`src/rtl/celement_arb_pkg.sv`:
```
// celement_arb_pkg
//   Shared definitions for the C-element round-robin arbiter:
//   - arb_state_t : handshake FSM states
//   - rr_pick     : round-robin selection of the next requester
//   - SYNC_DEPTH  : flop count of the optional input synchronizers
//                   (used when CELEM_ARB_SYNC_EN is defined)
package celement_arb_pkg;

   localparam int unsigned MAX_REQ    = 16;
   localparam int unsigned SYNC_DEPTH = 2;

   typedef enum logic [2:0] {
      IDLE,
      FWD,
      ACK,
      RTZ,
      DONE,
      ABSORB
   } arb_state_t;

   // First set bit of req at or above ptr, wrapping modulo n (n <= MAX_REQ).
   // Returns ptr unchanged when no bit is set; callers only use the result
   // when at least one request is pending.
   function automatic logic [3:0] rr_pick(input logic [MAX_REQ-1:0] req,
                                          input logic [3:0]         ptr,
                                          input int unsigned        n);
      logic [3:0]  pick;
      logic        found;
      int unsigned idx;
      pick  = ptr;
      found = 1'b0;
      for (int unsigned k = 0; k < MAX_REQ; k++) begin
         idx = 32'(ptr) + k;
         if (idx >= n) idx = idx - n;
         if (!found && (k < n) && req[4'(idx)]) begin
            pick  = 4'(idx);
            found = 1'b1;
         end
      end
      return pick;
   endfunction

endpackage

```
`src/rtl/celement_sync2.sv`:
```
// celement_sync2
//   Multi-bit flop-chain synchronizer (SYNC_DEPTH stages) with synchronous
//   active-high reset to zero. Instantiated by celement_rr_arbiter only when
//   CELEM_ARB_SYNC_EN is defined.
// Ports:
//   clk  in   clock
//   rst  in   synchronous active-high reset
//   d    in   WIDTH asynchronous inputs
//   q    out  WIDTH synchronized outputs
module celement_sync2
   import celement_arb_pkg::*;
#(
   parameter int unsigned WIDTH = 1
) (
   input  logic             clk,
   input  logic             rst,
   input  logic [WIDTH-1:0] d,
   output logic [WIDTH-1:0] q
);

   logic [WIDTH-1:0] stage [SYNC_DEPTH];

   always_ff @(posedge clk) begin
      if (rst) begin
         for (int unsigned i = 0; i < SYNC_DEPTH; i++) stage[i] <= '0;
      end else begin
         stage[0] <= d;
         for (int unsigned i = 1; i < SYNC_DEPTH; i++) stage[i] <= stage[i-1];
      end
   end

   assign q = stage[SYNC_DEPTH-1];

endmodule

```
`src/rtl/celement_rr_arbiter.sv`:
```
// celement_rr_arbiter
//   Round-robin arbiter sharing one downstream four-phase SEND/ACK channel
//   among N_REQ upstream C-element stages. Requesters whose EXBIN bit is 0
//   at grant are acknowledged locally without touching the downstream
//   channel. CP pulses for one cycle per completed forwarded transfer.
//   Build option: define CELEM_ARB_SYNC_EN to pass SENDIN/EXBIN/ACKIN through
//   2-flop synchronizers (all latencies grow by 2 cycles).
// Ports:
//   CLK       in   clock
//   RESET     in   synchronous active-high reset
//   SENDIN    in   N_REQ  per-requester 4-phase request
//   EXBIN     in   N_REQ  per-requester exclusion bit (1=forward, 0=absorb)
//   ACKOUT    out  N_REQ  per-requester acknowledge (one-hot or zero)
//   SENDOUT   out  downstream send
//   ACKIN     in   downstream acknowledge
//   GRANT_ID  out  ID_W  current grantee (valid while BUSY)
//   BUSY      out  high whenever the FSM is not IDLE
//   CP        out  one-cycle pulse on forwarded transfer completion
module celement_rr_arbiter
   import celement_arb_pkg::*;
#(
   parameter int unsigned N_REQ = 4,
   parameter int unsigned ID_W  = $clog2(N_REQ)
) (
   input  logic             CLK,
   input  logic             RESET,
   input  logic [N_REQ-1:0] SENDIN,
   input  logic [N_REQ-1:0] EXBIN,
   output logic [N_REQ-1:0] ACKOUT,
   output logic             SENDOUT,
   input  logic             ACKIN,
   output logic [ID_W-1:0]  GRANT_ID,
   output logic             BUSY,
   output logic             CP
);

   logic [N_REQ-1:0]   send_s;
   logic [N_REQ-1:0]   exb_s;
   logic               ack_s;

`ifdef CELEM_ARB_SYNC_EN
   logic [2*N_REQ:0] sync_q;

   celement_sync2 #(.WIDTH(2*N_REQ+1)) u_sync (
      .clk (CLK),
      .rst (RESET),
      .d   ({ACKIN, EXBIN, SENDIN}),
      .q   (sync_q)
   );

   assign {ack_s, exb_s, send_s} = sync_q;
`else
   assign send_s = SENDIN;
   assign exb_s  = EXBIN;
   assign ack_s  = ACKIN;
`endif

   arb_state_t         state_q, state_d;
   logic [ID_W-1:0]    grant_q, grant_d;
   logic [ID_W-1:0]    ptr_q, ptr_d;
   logic [ID_W-1:0]    ptr_next;
   logic [MAX_REQ-1:0] req_ext;

   always_comb begin
      req_ext = '0;
      req_ext[N_REQ-1:0] = send_s;
   end

   // Explicit wrap so non-power-of-two N_REQ returns to 0.
   assign ptr_next = (grant_q == ID_W'(N_REQ-1)) ? '0 : grant_q + 1'b1;

   always_comb begin
      state_d = state_q;
      grant_d = grant_q;
      ptr_d   = ptr_q;
      case (state_q)
         IDLE: begin
            if (!ack_s && (|send_s)) begin
               grant_d = ID_W'(rr_pick(req_ext, 4'(ptr_q), N_REQ));
               state_d = exb_s[grant_d] ? FWD : ABSORB;
            end
         end
         FWD:    if (ack_s)            state_d = ACK;
         ACK:    if (!send_s[grant_q]) state_d = RTZ;
         RTZ:    if (!ack_s)           state_d = DONE;
         DONE: begin
            ptr_d   = ptr_next;
            state_d = IDLE;
         end
         ABSORB: begin
            if (!send_s[grant_q]) begin
               ptr_d   = ptr_next;
               state_d = IDLE;
            end
         end
         default: state_d = IDLE;
      endcase
   end

   // Outputs are flopped from the next-state decode so they change on the
   // same edge as the state itself.
   always_ff @(posedge CLK) begin
      if (RESET) begin
         state_q <= IDLE;
         grant_q <= '0;
         ptr_q   <= '0;
         SENDOUT <= 1'b0;
         ACKOUT  <= '0;
         CP      <= 1'b0;
         BUSY    <= 1'b0;
      end else begin
         state_q <= state_d;
         grant_q <= grant_d;
         ptr_q   <= ptr_d;
         SENDOUT <= (state_d == FWD) || (state_d == ACK);
         ACKOUT  <= ((state_d == ACK) || (state_d == RTZ) || (state_d == ABSORB))
                    ? (N_REQ'(1) << grant_d) : '0;
         CP      <= (state_d == DONE);
         BUSY    <= (state_d != IDLE);
      end
   end

   assign GRANT_ID = grant_q;

endmodule
```
`config.mk`:
```
export PLATFORM = sky130hd
export DESIGN_NAME = celement_rr_arbiter
export DESIGN_NICKNAME = d
export VERILOG_FILES = /design/src/rtl/celement_arb_pkg.sv /design/src/rtl/celement_sync2.sv /design/src/rtl/celement_rr_arbiter.sv
export SDC_FILE = /design/constraint.sdc
export NUM_CORES = 1
export LEC_CHECK = 0
export BUFFER_PORTS_ARGS = -buffer_cell sky130_fd_sc_hd__buf_2
export CORE_ASPECT_RATIO = 0.75
export CORE_MARGIN = 2
export CORE_UTILIZATION = 25
export DETAILED_ROUTE_END_ITERATION = 12
export GPL_TIMING_DRIVEN = 1
export PLACE_DENSITY = 0.52
export SLEW_MARGIN = 20
export SYNTH_ARGS = -nofsm -noshare
export SYNTH_HDL_FRONTEND = slang
export SYNTH_SLANG_ARGS = --single-unit
export TNS_END_PERCENT = 50
```
`constraint.sdc`:
```
create_clock -name CLK -period 6.7 [get_ports CLK]
set_clock_uncertainty 0.1 [all_clocks]
set_input_delay 1.005 -clock CLK [delete_from_list [all_inputs] [get_ports CLK]]
set_output_delay 1.005 -clock CLK [all_outputs]
set_load 0.02 [all_outputs]
```
==> flow_summary.toml, run 1 <==
[status]
status = "complete, no violations"

[yosys]
synth-xor-area-share_pct = 1.56
synth_top_area_share_pct = 25.0
ys_async_sr_fraction_pct = 0
synth_top_flop_cell = "dfxtp_1"
yosys.area_share.simple_pct = 27.0
syn_nets = 137
synth.area.mux_share_pct = 17.7
syn_area_um2 = 1120
synth-compound-area-share_pct = 20.5
synthCells = 121
synthAdderAreaFrac_pct = 5.57
yosys-top-cells-count = "nor2_1, dfxtp_1, a21oi_1"
yosys-top-cells-area = "dfxtp_1, mux4_2, ha_1"
synth_edf_count = 0
yosysWarnings = 0
ys_ff_latch = 14
synth_top_family_by_area = "simple AND/OR/NAND/NOR gates"
synth.distinct_cells = 45
synth.most_common_cell = "nor2_1"
ys_seq_area_share_pct = 25.0
synth_largest_area_cell = "dfxtp_1"
synth_area_per_cell_um2 = 9.28

[timing]
setup_viol = 0
fin_crit_ns = 3.40
hold_violations = 0
finalSetupTns_ns = 0
fin_crit_sh_pct = 50.8
fmax_ghz = 0.294
rsz0062_at_grt = "false"
drv_slew = 0
maxSlewHeadroom_pct = 47.5
worst_slew_pin_slew_ns = 0.787
whs_ns = 0.537

[route]
drc = 0
ant_nets = 0
first_pass_iters = 4
routed_wirelength_um = 2520
wl_per_cell_um = 12.9
routed-via-count = 964
vias_per_cell = 4.92
drt_iter0_drc = 56

[clock_tree]
cts_root_buf = "clkbuf_8"
clk_latency_ns = 0.24
cts_inserted_buffers = 3
clockBufferDepth = 2
cts_resized = 0
hold_buffers = 0
clk_pin_slew_worst_paths_ns = 0.06
cts_setup_buffers = 0
clock_sinks = 14
tritoncts = "yes"
htreeDepth = 1

[critical_path]
crit_family = "simple AND/OR/NAND/NOR gates"
crit_buf_inv = 1
ff2ff_path_depth = 8
cp_slowest_cell = "dfxtp_1"
start_kind = "flop"
worstPathArrival_ns = 3.44
crit_path_end_kind = "flop"
crit_cells = 8
crit_required_ns = 6.73
worst-setup-path-type = "flop to flop"
cp_max_fo = 15
path_cells = "inv_2, ha_1, and3_4, or4_1, a21boi_0, nor4b_2, a211oi_2, and3b_1"
slowest_delay_ns = 0.83

[placed_design]
portBuffers = 19
hpwl_um = 1980
placed_area_um2 = 1270
place_congestion = 0.876

[flow_run]
maxCapViolCount = 0

[cells_and_area]
n_fill_cell = 443
antenna_cells = 0
layout.nets = 157
syn2layout_area_growth_pct = 16.5
drive_above_1_share_pct = 29.5
fin_area_um2 = 1310

[power]
p_leak_nw = 0.497
p_per_area_nw_per_um2 = 223
max-vdd-ir-drop_uv = 96.7

[global_route]
grt_pass1_vias = 876
grt_overflow_total = 0
antenna_found_initial = 0
grt_pass1_wl_um = 4110
grt_max_degree = 16
gr-usage-all-layers_pct = 10.8

[floorplanning]
core_um2 = 4390
die_height_um = 62.0
initial_utilization_pct = 25.6
num_rows = 21
io_pins = 20
die_w_um = 81.4
dieArea_um2 = 5050

[min_path]
hold_path_depth = 2
hold_path.class = "flop to flop"
metal layers:
metal | part of all wire, % | global-route usage (%)
met1 | 52 | 15.4
met2 | 44 | 16.4
met3 | 3.7 | 1.88
met4 | 0.55 | 3.63
met5 | 0 | 0
worst register-to-register path: cells and delay by family (launching register included):
family	cells	cell delay [ns]
flip-flops	1	0.83
AND/OR/NAND/NOR	4	1.11
AO/OA/AOI/OAI	2	0.58
buffers and inverters	1	0.19
adder cells (fa/ha/maj)	1	0.49
through the flow:
stage	std cells	power (mW)	util [%]	worst slack, ns
6_report	196	0.291	29.8	3.30
5_1_grt	196	0.312	29.8	3.03
4_1_cts	196	0.292	29.8	3.27
3_5_place_dp	193	0.225	28.9	3.26
3_3_place_gp	193	0.224	28.9	3.37
2_1_floorplan	121	0.197	-	3.70
area by class of cell:
| cell class | count | area [um2] | share of cell area, % |
|---|---|---|---|
| Multi-Input combinational cell | 101 | 812 | 62.1 |
| Sequential cell | 14 | 280 | 21.4 |
| Timing Repair Buffer | 19 | 95.1 | 7.27 |
| Tap cell | 57 | 71.3 | 5.45 |
| Clock buffer | 3 | 41.3 | 3.16 |
| Inverter | 2 | 7.51 | 0.574 |
final timing paths:
| check | startpoint | to | slack [ns] |
|---|---|---|---|
| hold reg to reg | state_q[2] | state_q[1] | 0.54 |
| setup / recovery | ptr_q[0] | ACKOUT[2] | 3.30 |
| setup reg to reg | ptr_q[0] | ACKOUT[2] | 3.30 |
| hold / removal | state_q[2] | state_q[1] | 0.54 |
kinds of logic after synthesis:
family                   count (synthesis)
flip-flops                              14
AND/OR/NAND/NOR                         48
XOR/XNOR                                 2
multiplexers                            14
AO/OA/AOI/OAI                           32
adder cells (fa/ha/maj)                  5
buffers and inverters                    6
state kept, by name, summed over array words and instances, names as in the netlist:
register / count
BUSY: 1
ACKOUT: 4
CP: 1
GRANT_ID: 2
SENDOUT: 1
state_q: 3
ptr_q: 2
power breakdown:
group | switching, mW | total [mW] | leakage (nW) | internal [mW]
registers | 0.0132 | 0.106 | 0.114 | 0.0931
clock network | 0.0283 | 0.0680 | 0.0216 | 0.0397
logic | 0.0639 | 0.117 | 0.361 | 0.0529
placed cells by master (no fill, tap or decap), drive strengths merged, types with 2 or more instances in the layout:
cell type / netlist / final
nor3b: 3 / 3
mux4: 3 / 3
nand2b: 6 / 6
nor4: 3 / 3
and3: 2 / 2
nor3: 3 / 3
xnor2: 2 / 2
buf: 1 / 19
a211oi: 2 / 2
nor2b: 2 / 2
mux2: 4 / 4
inv: 2 / 2
nand2: 3 / 3
and3b: 2 / 2
a21oi: 10 / 10
nor2: 16 / 16
clkbuf: 3 / 3
ha: 5 / 5
nor4b: 3 / 3
mux2i: 7 / 7
and2: 2 / 2
o21ai: 7 / 7
dfxtp: 14 / 14
a221oi: 2 / 2
Power figures use the tool's default switching activity.
==> inputs of run 2 (changes only) <==
- ABC_AREA: unset -> 1
- clock period: 6.7 -> 3.2 ns (I/O delays scaled with it)
==> run 2 against run 1 <==
- synthesized cell count increased by 21%
- synthesized area is 9.9% lower
- wire length decreased by 10%
- critical path depth rose by 8
- worst hold slack lost 0.17 ns
- highest routed layer unchanged
- clock power rose to 2.5 times the previous value
- cell count increased by 13%
- power increased to 4.2 times the previous value
- combinational power increased to 6.4 times the previous value
- critical path type unchanged
- fmax up 32%
==> flow_summary.toml, run 2 <==
[floorplanning]
io_pins = 20
die_w_um = 77.4
die_height_um = 59.1
initial_utilization_pct = 26.9
num_rows = 19
dieArea_um2 = 4570
core_um2 = 3760

[cells_and_area]
syn2layout_area_growth_pct = 21.3
reg_top3 = "ACKOUT x4, state_q x3"
layout_commonest_cell = "nand2_1"
largest_register_ffs = 4
layout_common_cells = "nand2_1, inv_1, buf_2"
drive_above_1_share_pct = 34.3
finalNonFillerCells = 221
fin_util_pct = 32.6
antenna_cells = 0
layout.nets = 186
largest-register = "ACKOUT"

[route]
drt_iter0_drc = 58
ant_nets = 0
vias_per_cell = 4.33
first_pass_iters = 4
drc = 0
routed_wirelength_um = 2260
wl_per_cell_um = 10.2
routed-via-count = 958

[critical_path]
crit_buf_inv = 3
worstPathArrival_ns = 2.60
cp_max_fo = 10
crit_family = "simple AND/OR/NAND/NOR gates"
cp_slowest_cell = "dfxtp_1"
crit_required_ns = 3.22
path_cells = "inv_2, ha_1, inv_1, nand3_1, nand3_2, nand2_1, inv_2, nand2_2, nand2_2, nand2_2, nand2_1, nand3_2, nand3_2, nand3_2, nand3_2, nor2_1"
crit_top_cell = "nand3_2"
start_kind = "flop"
worst-setup-path-type = "flop to flop"
crit_path_end_kind = "flop"
slowest_delay_ns = 0.53

[timing]
maxSlewHeadroom_pct = 68.8
rsz0062_at_grt = "false"
finalSetupTns_ns = 0
fin_crit_sh_pct = 80.5
fmax_ghz = 0.388
worst_slew_pin_slew_ns = 0.463
fin_crit_ns = 2.58
drv_slew = 0
layout_setup_ws_ns = 0.624
hold_violations = 0
setup_viol = 0

[yosys]
synth_top_family_by_area = "simple AND/OR/NAND/NOR gates"
synth-xor-area-share_pct = 0
yosys-top-cells-area = "dfxtp_1, nand3_2, nand2_1"
synth_top_flop_cell = "dfxtp_1"
synth_top_area_share_pct = 27.7
yosysWarnings = 0
synth-compound-area-share_pct = 9.03
yosys.area_share.simple_pct = 48.1
synth.area.mux_share_pct = 0
yosys-top-cells-count = "nand2_1, inv_1, nor2_1, dfxtp_1"
synthAdderAreaFrac_pct = 6.19
synthCells = 146
ys_seq_area_share_pct = 27.7
ys_ff_latch = 14
synth_largest_area_cell = "dfxtp_1"
syn_area_um2 = 1010
ys_async_sr_fraction_pct = 0
synth.distinct_cells = 22
synth.most_common_cell = "nand2_1"
synth_edf_count = 0
syn_nets = 162
synth_area_per_cell_um2 = 6.92

[clock_tree]
clk_pin_slew_worst_paths_ns = 0.06
htreeDepth = 1
clock_sinks = 14
cts_inserted_buffers = 3
clk_latency_ns = 0.25
hold_buffers = 0
cts_resized = 0
tritoncts = "yes"
cts_root_buf = "clkbuf_8"
clockBufferDepth = 2
cts_setup_buffers = 0

[status]
status = "complete, no violations"

[global_route]
grt_pass1_vias = 883
grt_pass1_wl_um = 4010
antenna_found_initial = 0
gr-usage-all-layers_pct = 11.0
grt_max_degree = 11
grt_overflow_total = 0

[min_path]
hold_path.class = "input port to flop"

[flow_run]
maxCapViolCount = 0

[placed_design]
portBuffers = 19
place_congestion = 0.800
hpwl_um = 1850
dp.cells = 217
dp_slack_ns = 0.628

[power]
p_total_mw = 1.21
p_leak_nw = 0.631
p_per_area_nw_per_um2 = 987
max-vdd-ir-drop_uv = 315
run 2: cell count changes after synthesis, sizes merged, moves of 4 or more:
cell,before,now
nand2,3,41
nand3,0,24
inv,2,24
mux2i,7,0
nand2b,6,0
a21oi,10,5
mux2,4,0
run 2: layout make-up:
cell class | count | area, um2
flip-flops and latches | 14 | 280
fillers | 439 | 2530
inverters | 24 | 90.1
well taps | 52 | 65.1
clock buffers | 4 | 55.1
multi-input cells | 108 | 641
repair buffers | 19 | 95.1
run 2: path summary, 6_finish.rpt:
check | slack (ns) | end | start | cells past startpoint
hold reg to reg | 0.49 | state_q[0] | state_q[2] | 2
setup reg to reg | 0.62 | ACKOUT[3] | ptr_q[0] | 16
hold / removal | 0.37 | GRANT_ID[0] | RESET | 2
setup / recovery | 0.62 | ACKOUT[3] | ptr_q[0] | 16
run 2: cells by family after synthesis:
group / after synthesis
AND/OR/NAND/NOR: 87
buffers and inverters: 24
AO/OA/AOI/OAI: 16
flip-flops: 14
adder cells (fa/ha/maj): 5
run 2: per-stage QoR:
step	cell area, um2	hold WS (ns)
2_1_floorplan	1010	0.424
3_3_place_gp	1170	0.494
3_5_place_dp	1170	0.481
4_1_cts	1230	0.360
5_1_grt	1230	0.378
6_report	1230	0.370
run 2: metal layers:
| layer | GRT usage [%] | wire length (um) |
|---|---|---|
| met2 | 15.4 | 854 |
| met4 | 2.30 | 7 |
| met3 | 3.96 | 139 |
| met1 | 16.2 | 1260 |
| met5 | 0 | 0 |
run 2: power by group:
group | total [mW] | internal (mW) | switching (mW)
sequential | 0.290 | 0.232 | 0.0576
clock | 0.173 | 0.109 | 0.0642
combinational | 0.747 | 0.256 | 0.491
total | 1.21 | 0.598 | 0.613
